$ cat config.mk
export PLATFORM = sky130hd
export DESIGN_NAME = seg7_scan_capture_flat
export DESIGN_NICKNAME = d
export VERILOG_FILES = /design/src/rtl/seg7_pkg.sv /design/src/rtl/seg7_scan_capture_if.sv /design/src/rtl/seg7_hex_encode.sv /design/src/rtl/seg7_scan_capture.sv /design/src/flat_wrapper.sv
export SDC_FILE = /design/constraint.sdc
export NUM_CORES = 1
export LEC_CHECK = 0
export BUFFER_PORTS_ARGS = -buffer_cell sky130_fd_sc_hd__buf_4
export CAP_MARGIN = 20
export CELL_PAD_IN_SITES_DETAIL_PLACEMENT = 0
export CELL_PAD_IN_SITES_GLOBAL_PLACEMENT = 2
export CORE_AREA = 2 2 171 106
export DETAILED_ROUTE_END_ITERATION = 6
export DIE_AREA = 0 0 173 108
export PLACE_DENSITY = 0.75
export SLEW_MARGIN = 20
export SYNTH_ARGS = -nofsm -noshare
export SYNTH_HDL_FRONTEND = slang
export SYNTH_SLANG_ARGS = --single-unit
$ cat constraint.sdc
create_clock -name clk -period 2.97 [get_ports clk]
set_input_delay 0.594 -clock clk [delete_from_list [all_inputs] [get_ports clk]]
set_output_delay 0.594 -clock clk [all_outputs]
set_load 0.02 [all_outputs]
$ cat src/rtl/seg7_pkg.sv
// Shared 7-segment definitions: active-low patterns, recovered-code payload and pattern-to-hex encoder.
package seg7_pkg;

  localparam logic [6:0] SEG_0     = 7'h40;
  localparam logic [6:0] SEG_1     = 7'h79;
  localparam logic [6:0] SEG_2     = 7'h24;
  localparam logic [6:0] SEG_3     = 7'h30;
  localparam logic [6:0] SEG_4     = 7'h19;
  localparam logic [6:0] SEG_5     = 7'h12;
  localparam logic [6:0] SEG_6     = 7'h02;
  localparam logic [6:0] SEG_7     = 7'h78;
  localparam logic [6:0] SEG_8     = 7'h00;
  localparam logic [6:0] SEG_9     = 7'h18;
  localparam logic [6:0] SEG_A     = 7'h08;
  localparam logic [6:0] SEG_B     = 7'h03;
  localparam logic [6:0] SEG_C     = 7'h46;
  localparam logic [6:0] SEG_D     = 7'h21;
  localparam logic [6:0] SEG_E     = 7'h06;
  localparam logic [6:0] SEG_F     = 7'h0E;
  localparam logic [6:0] SEG_BLANK = 7'h7F;

  typedef struct packed {
    logic       blank;
    logic       ok;
    logic [3:0] hex;
  } seg7_code_t;

  // Blank is a legal code with hex 0; anything not in the table is flagged not-ok.
  function automatic seg7_code_t seg7_encode(input logic [6:0] seg_n);
    seg7_code_t c;
    c = '{blank: 1'b0, ok: 1'b1, hex: 4'h0};
    case (seg_n)
      SEG_0:     c.hex = 4'h0;
      SEG_1:     c.hex = 4'h1;
      SEG_2:     c.hex = 4'h2;
      SEG_3:     c.hex = 4'h3;
      SEG_4:     c.hex = 4'h4;
      SEG_5:     c.hex = 4'h5;
      SEG_6:     c.hex = 4'h6;
      SEG_7:     c.hex = 4'h7;
      SEG_8:     c.hex = 4'h8;
      SEG_9:     c.hex = 4'h9;
      SEG_A:     c.hex = 4'hA;
      SEG_B:     c.hex = 4'hB;
      SEG_C:     c.hex = 4'hC;
      SEG_D:     c.hex = 4'hD;
      SEG_E:     c.hex = 4'hE;
      SEG_F:     c.hex = 4'hF;
      SEG_BLANK: c.blank = 1'b1;
      default:   c.ok = 1'b0;
    endcase
    return c;
  endfunction

endpackage

$ cat src/rtl/seg7_scan_capture_if.sv
// Multiplexed 7-segment display bus plus the recovered per-digit result bus.
interface seg7_scan_capture_if #(
  parameter int unsigned NUM_DIGITS = 6
);
  localparam int unsigned IDX_W = $clog2(NUM_DIGITS);

  logic [6:0]              seg_n_i;
  logic [NUM_DIGITS-1:0]   an_n_i;
  logic [4*NUM_DIGITS-1:0] digit_o;
  logic [NUM_DIGITS-1:0]   blank_o;
  logic [NUM_DIGITS-1:0]   valid_o;
  logic                    upd_o;
  logic [IDX_W-1:0]        upd_idx_o;
  logic                    err_o;
  logic [IDX_W-1:0]        err_idx_o;

  modport master (
    output seg_n_i, an_n_i,
    input  digit_o, blank_o, valid_o, upd_o, upd_idx_o, err_o, err_idx_o
  );

  modport slave (
    input  seg_n_i, an_n_i,
    output digit_o, blank_o, valid_o, upd_o, upd_idx_o, err_o, err_idx_o
  );
endinterface

$ cat src/rtl/seg7_hex_encode.sv
// Combinational lookup of an active-low segment pattern into a recovered hex code.
module seg7_hex_encode
  import seg7_pkg::*;
(
  input  logic [6:0] seg_n,
  output seg7_code_t code_c
);
  assign code_c = seg7_encode(seg_n);
endmodule

$ cat src/rtl/seg7_scan_capture.sv
// Recovers the hex value on each digit of a scanned active-low 7-seg bus and commits it once stable.
module seg7_scan_capture
  import seg7_pkg::*;
#(
  parameter int unsigned NUM_DIGITS    = 6,
  parameter int unsigned SETTLE_CYCLES = 4,
  parameter int unsigned STABLE_SCANS  = 3
) (
  input logic               clk,
  input logic               rst_n,
  seg7_scan_capture_if.slave bus
);
  localparam int unsigned IDX_W   = $clog2(NUM_DIGITS);
  localparam int unsigned SYNC_W  = NUM_DIGITS + 7;
  localparam int unsigned CNT_W   = $clog2(SETTLE_CYCLES + 1);
  localparam int unsigned MATCH_W = $clog2(STABLE_SCANS + 1);

  logic [SYNC_W-1:0]     sync1_q, sync2_q, prev_q;
  logic [CNT_W-1:0]      settle_q;
  logic [NUM_DIGITS-1:0] an_act_c;
  logic [6:0]            seg_c;
  logic                  onehot_c, stable_c, sample_c, commit_c;
  logic [IDX_W-1:0]      idx_c;
  seg7_code_t            code_c;
  logic [4:0]            cur_c;
  logic [MATCH_W-1:0]    match_nxt_c;

  logic [4:0]            last_q  [NUM_DIGITS];
  logic [MATCH_W-1:0]    match_q [NUM_DIGITS];
  logic [3:0]            hex_q   [NUM_DIGITS];
  logic [NUM_DIGITS-1:0] blank_q, valid_q;
  logic                  upd_q, err_q;
  logic [IDX_W-1:0]      upd_idx_q, err_idx_q;
  logic [4*NUM_DIGITS-1:0] digit_c;

  // Two-stage synchronizer plus one history stage for the dwell-stability compare.
  always_ff @(posedge clk or negedge rst_n) begin
    if (!rst_n) begin
      sync1_q <= '1;
      sync2_q <= '1;
      prev_q  <= '1;
    end else begin
      sync1_q <= {bus.an_n_i, bus.seg_n_i};
      sync2_q <= sync1_q;
      prev_q  <= sync2_q;
    end
  end

  assign an_act_c = ~sync2_q[SYNC_W-1:7];
  assign seg_c    = sync2_q[6:0];
  assign onehot_c = (|an_act_c) && !(|(an_act_c & (an_act_c - NUM_DIGITS'(1))));
  assign stable_c = (sync2_q == prev_q) && onehot_c;
  // One sample per dwell: only on the cycle the settle count reaches its target.
  assign sample_c = stable_c && (settle_q == CNT_W'(SETTLE_CYCLES - 1));

  always_ff @(posedge clk or negedge rst_n) begin
    if (!rst_n) begin
      settle_q <= '0;
    end else if (!stable_c) begin
      settle_q <= '0;
    end else if (settle_q != CNT_W'(SETTLE_CYCLES)) begin
      settle_q <= settle_q + CNT_W'(1);
    end
  end

  always_comb begin
    idx_c = '0;
    for (int k = 0; k < NUM_DIGITS; k++) begin
      if (an_act_c[k]) idx_c = IDX_W'(k);
    end
  end

  seg7_hex_encode u_enc (
    .seg_n  (seg_c),
    .code_c (code_c)
  );

  always_comb begin
    cur_c       = {code_c.blank, code_c.hex};
    match_nxt_c = MATCH_W'(1);
    if (cur_c == last_q[idx_c]) begin
      match_nxt_c = (match_q[idx_c] == MATCH_W'(STABLE_SCANS)) ? match_q[idx_c]
                                                              : match_q[idx_c] + MATCH_W'(1);
    end
    commit_c = sample_c && code_c.ok && (match_nxt_c == MATCH_W'(STABLE_SCANS)) &&
               (!valid_q[idx_c] || (cur_c != {blank_q[idx_c], hex_q[idx_c]}));
  end

  always_ff @(posedge clk or negedge rst_n) begin
    if (!rst_n) begin
      for (int k = 0; k < NUM_DIGITS; k++) begin
        last_q[k]  <= '0;
        match_q[k] <= '0;
        hex_q[k]   <= '0;
      end
      blank_q   <= '0;
      valid_q   <= '0;
      upd_q     <= 1'b0;
      err_q     <= 1'b0;
      upd_idx_q <= '0;
      err_idx_q <= '0;
    end else begin
      upd_q <= 1'b0;
      err_q <= 1'b0;
      if (sample_c) begin
        if (!code_c.ok) begin
          err_q          <= 1'b1;
          err_idx_q      <= idx_c;
          match_q[idx_c] <= '0;
        end else begin
          last_q[idx_c]  <= cur_c;
          match_q[idx_c] <= match_nxt_c;
          if (commit_c) begin
            hex_q[idx_c]   <= code_c.hex;
            blank_q[idx_c] <= code_c.blank;
            valid_q[idx_c] <= 1'b1;
            upd_q          <= 1'b1;
            upd_idx_q      <= idx_c;
          end
        end
      end
    end
  end

  always_comb begin
    digit_c = '0;
    for (int k = 0; k < NUM_DIGITS; k++) digit_c[4*k +: 4] = hex_q[k];
  end

  assign bus.digit_o   = digit_c;
  assign bus.blank_o   = blank_q;
  assign bus.valid_o   = valid_q;
  assign bus.upd_o     = upd_q;
  assign bus.upd_idx_o = upd_idx_q;
  assign bus.err_o     = err_q;
  assign bus.err_idx_o = err_idx_q;

endmodule

$ cat src/flat_wrapper.sv
// flat-port wrapper written by rule: the top's interface ports become plain ports
module seg7_scan_capture_flat import seg7_pkg::*;
#(
  parameter int unsigned NUM_DIGITS    = 6,
  parameter int unsigned SETTLE_CYCLES = 4,
  parameter int unsigned STABLE_SCANS  = 3
)
  (clk, rst_n, bus_seg_n_i, bus_an_n_i, bus_digit_o, bus_blank_o, bus_valid_o, bus_upd_o, bus_upd_idx_o, bus_err_o, bus_err_idx_o);
  seg7_scan_capture_if #(.NUM_DIGITS(NUM_DIGITS)) bus_i ();
  input logic clk;
  input logic rst_n;
  input wire logic [$bits(bus_i.seg_n_i)-1:0] bus_seg_n_i;
  input wire logic [$bits(bus_i.an_n_i)-1:0] bus_an_n_i;
  output wire logic [$bits(bus_i.digit_o)-1:0] bus_digit_o;
  output wire logic [$bits(bus_i.blank_o)-1:0] bus_blank_o;
  output wire logic [$bits(bus_i.valid_o)-1:0] bus_valid_o;
  output wire logic [$bits(bus_i.upd_o)-1:0] bus_upd_o;
  output wire logic [$bits(bus_i.upd_idx_o)-1:0] bus_upd_idx_o;
  output wire logic [$bits(bus_i.err_o)-1:0] bus_err_o;
  output wire logic [$bits(bus_i.err_idx_o)-1:0] bus_err_idx_o;
  assign bus_i.seg_n_i = bus_seg_n_i;
  assign bus_i.an_n_i = bus_an_n_i;
  assign bus_digit_o = bus_i.digit_o;
  assign bus_blank_o = bus_i.blank_o;
  assign bus_valid_o = bus_i.valid_o;
  assign bus_upd_o = bus_i.upd_o;
  assign bus_upd_idx_o = bus_i.upd_idx_o;
  assign bus_err_o = bus_i.err_o;
  assign bus_err_idx_o = bus_i.err_idx_o;
  seg7_scan_capture #(.NUM_DIGITS(NUM_DIGITS), .SETTLE_CYCLES(SETTLE_CYCLES), .STABLE_SCANS(STABLE_SCANS)) u_core (.clk(clk), .rst_n(rst_n), .bus(bus_i));
endmodule
==> metrics.txt <==
outcome=finished with violations; failing checks=setup timing; CTS tree=yes; grt total ovfl=0; clk_skew=11.70 ps; Reg area=3252 µm²; worst r2r src=u_core.sync2_q[3]; Async SR Flop Fraction=100.0%; fin crit share=104.2%; P&R area growth vs syn=50.23%; fillers=1478; most common cell type on the critical path=or4_4; Max FO, Critical Path=10; most frequent cells in the layout=buf_4, dfrtp_1, nand2_1, mux2_2, dfstp_2; Req. time, crit path=3270 ps; number of global-route vias before repair=4946; via/cell ratio=5.160; count of input and output buffers=58; setup TNS=-1887 ps; initial antenna violation count=0; end point of the critical path=u_core.bus.digit_o[15]; CTS H-tree lvls=4; Max stage delay on crit path=640 ps; Final setup viols=29; GRT Total Usage=21.57%; Mean Syn Cell Area=11.64 µm²; Slew Limit Fails=0; Inserted Clock Buffers=17; TritonCTS Sinks=128; Vias=4923; dpl cells=878; FF-to-FF End=u_core.bus.digit_o[15]; Critical Path Sink Type=register; DIE AREA=18680 µm²; Wirelength per Cell=20.70 µm; RSZ-0062 raised after global routing=yes; YS warnings=0; Die Ht=108 µm; leakage power=4.147 nW; post-synthesis sequential area ratio=53.94%; Power Dens Cells=479.0 nW/µm²; core area=16940 µm²; Synthesized Nets=536; Synth Cell Area=6028 µm²; area of the multi-input gates=3112 µm²; Yosys reg bits=128; worst hold path class=in -> async; min setup slack post-route=-124.9 ps; Max Clk Rate=323.1 MHz; Clock Tree Buf Depth=2; crit path time final=3095 ps; Pre-antenna DRT Iters=5; pin count of the biggest net entering global routing=51; post-synthesis cell type count=68; io pins=59; Max-cap violations=0; final hold viol count=0; Slew headroom=58.34%; CTS clk-pin slew, worst paths=60 ps; Starting Density=35.58%; critical path type=reg -> reg; Design Power=0.004338 W; number of diodes=0; Post-synth EDFFs=0; Worst R2R Setup Slack=-120 ps; maximum VDD drop=0.0003919 V; Worst EP arrival=3400 ps; most common cell after layout, fill and taps aside=buf_4; ys flop type=dfrtp_1; nets=725; RD Place Congestion=0.8522; slowest CP cell=dfstp_2; Reg2Reg Depth=8; Post-Syn Instances=518; crit path launch=u_core.sync2_q[3]; Worst setup SP type=register; num rows=37; fin cells=954; Final ANT Viol Nets=0; CTS root buffer=clkbuf_16; hold_buf cts=0; first-pass GRT wire length=29970 µm; Worst-Margin Slew=622.6 ps; share of cells above drive strength 1=58.06%; dpl hpwl=13820 µm; routed wire length=19750 µm; final core utilization=53.45%; worst-skew pair later-pin latency=420 ps; Fin Hold WS=189.2 ps; die width=173 µm; drt first-iter violations=323; # DRC=0; worst path cell trace=buf_4 -> nand3_4 -> or3_4 -> a31oi_4 -> nor4_4 -> or4_4 -> or4_4 -> mux2_4
[worst max-delay path, delay by kind of cell, from the launching register on]
kind            cells  cell delay (ps)
mux                 1              350
simple gates        5             1600
compound gates      1              230
buf+inv             1              160
flops               1              640
[per-layer routing]
metal | GRT usage [%] | vias to the layer above | part of all wire, %
li1 | - | 2256 | -
met1 | 33.57 | 2462 | 51
met2 | 29.29 | 179 | 41
met3 | 5.098 | 26 | 7.1
met4 | 6.174 | 0 | 1.3
met5 | 0 | - | 0
[area by class of cell]
cell class	count	share of cell area, %
tap	234	3.233
multi-input combinational	344	34.36
clock inverter	12	1.216
timing repair buffer	202	19.65
sequential	128	35.91
clock buffer	20	5.057
inverter	14	0.5803
[flip-flops by register name, summed over array words and instances, names as in the netlist]
register              count
u_core.match_q           12
u_core.bus.err_idx_o      3
u_core.last_q            30
u_core.sync1_q           13
u_core.bus.valid_o        6
u_core.bus.upd_o          1
u_core.bus.err_o          1
u_core.settle_q           3
u_core.prev_q            13
u_core.sync2_q           13
u_core.bus.blank_o        6
u_core.bus.digit_o       24
u_core.bus.upd_idx_o      3
[power by group]
| group | switching (W) | internal [W] |
|---|---|---|
| clock | 0.000818 | 0.00120 |
| combinational | 0.000247 | 0.000246 |
| sequential | 0.0000297 | 0.00179 |
[through the flow]
step,worst slack (ps),cell area (µm²)
floorplan,-2.946,6038
CTS,-109.9,8477
detailed placement,-426.6,7413
finish,-124.9,9056
global placement,-397.5,7413
global route,-207.8,9056
[worst min-delay path by stage]
stage                                 start                      to  slack, ps  cells past startpoint
after detailed placement  u_core.sync1_q[7]       u_core.sync2_q[7]        350                      0
final                                 rst_n   u_core.bus.valid_o[3]        190                      1
after global routing                  rst_n  u_core.bus.digit_o[19]        220                      1
after floorplan                       rst_n   u_core.bus.blank_o[0]        300                      0
after global placement    u_core.sync1_q[0]       u_core.sync2_q[0]        350                      0
after CTS                             rst_n  u_core.bus.digit_o[19]        190                      1
[what timing repair did]
| item | in CTS | in global routing |
|---|---|---|
| cloned | 0 | 1 |
| setup buffers | 23 | 24 |
| resized for setup | 65 | 73 |
| pin swaps | 24 | 34 |
| setup endpoints to repair | 49 | 39 |
[cells in the mapped netlist, types with 6 or more instances]
cell | n | area (µm²)
dfrtp_1 | 89 | 2227
mux2_2 | 43 | 484.2
nand2_1 | 43 | 161.4
dfstp_2 | 39 | 1025
o21ai_0 | 32 | 160.2
nor2_1 | 23 | 86.33
inv_1 | 14 | 52.55
xnor2_1 | 13 | 113.9
nand3_1 | 12 | 60.06
a21oi_1 | 11 | 55.05
clkbuf_1 | 11 | 41.29
nor2b_1 | 11 | 68.82
nor3_1 | 10 | 50.05
buf_2 | 9 | 45.04
buf_6 | 9 | 101.4
nand4_1 | 9 | 56.30
o221ai_1 | 9 | 78.83
or3_1 | 9 | 56.30
nand2b_1 | 7 | 43.79
nor3b_1 | 7 | 52.55
xor2_1 | 7 | 61.31
mux2_1 | 6 | 67.56
[cells by family (layout without fill, tap and decap cells)]
family	count (synthesis)	count (layout)	synth area share (%)
flip-flops	128	128	53.94
multiplexers	59	59	11.23
buffers and inverters	46	248	4.359
AND/OR/NAND/NOR	173	173	16.75
XOR/XNOR	21	21	3.176
adder cells (fa/ha/maj)	3	3	0.6227
AO/OA/AOI/OAI	88	88	9.921
(Power assumes the default switching activity.)
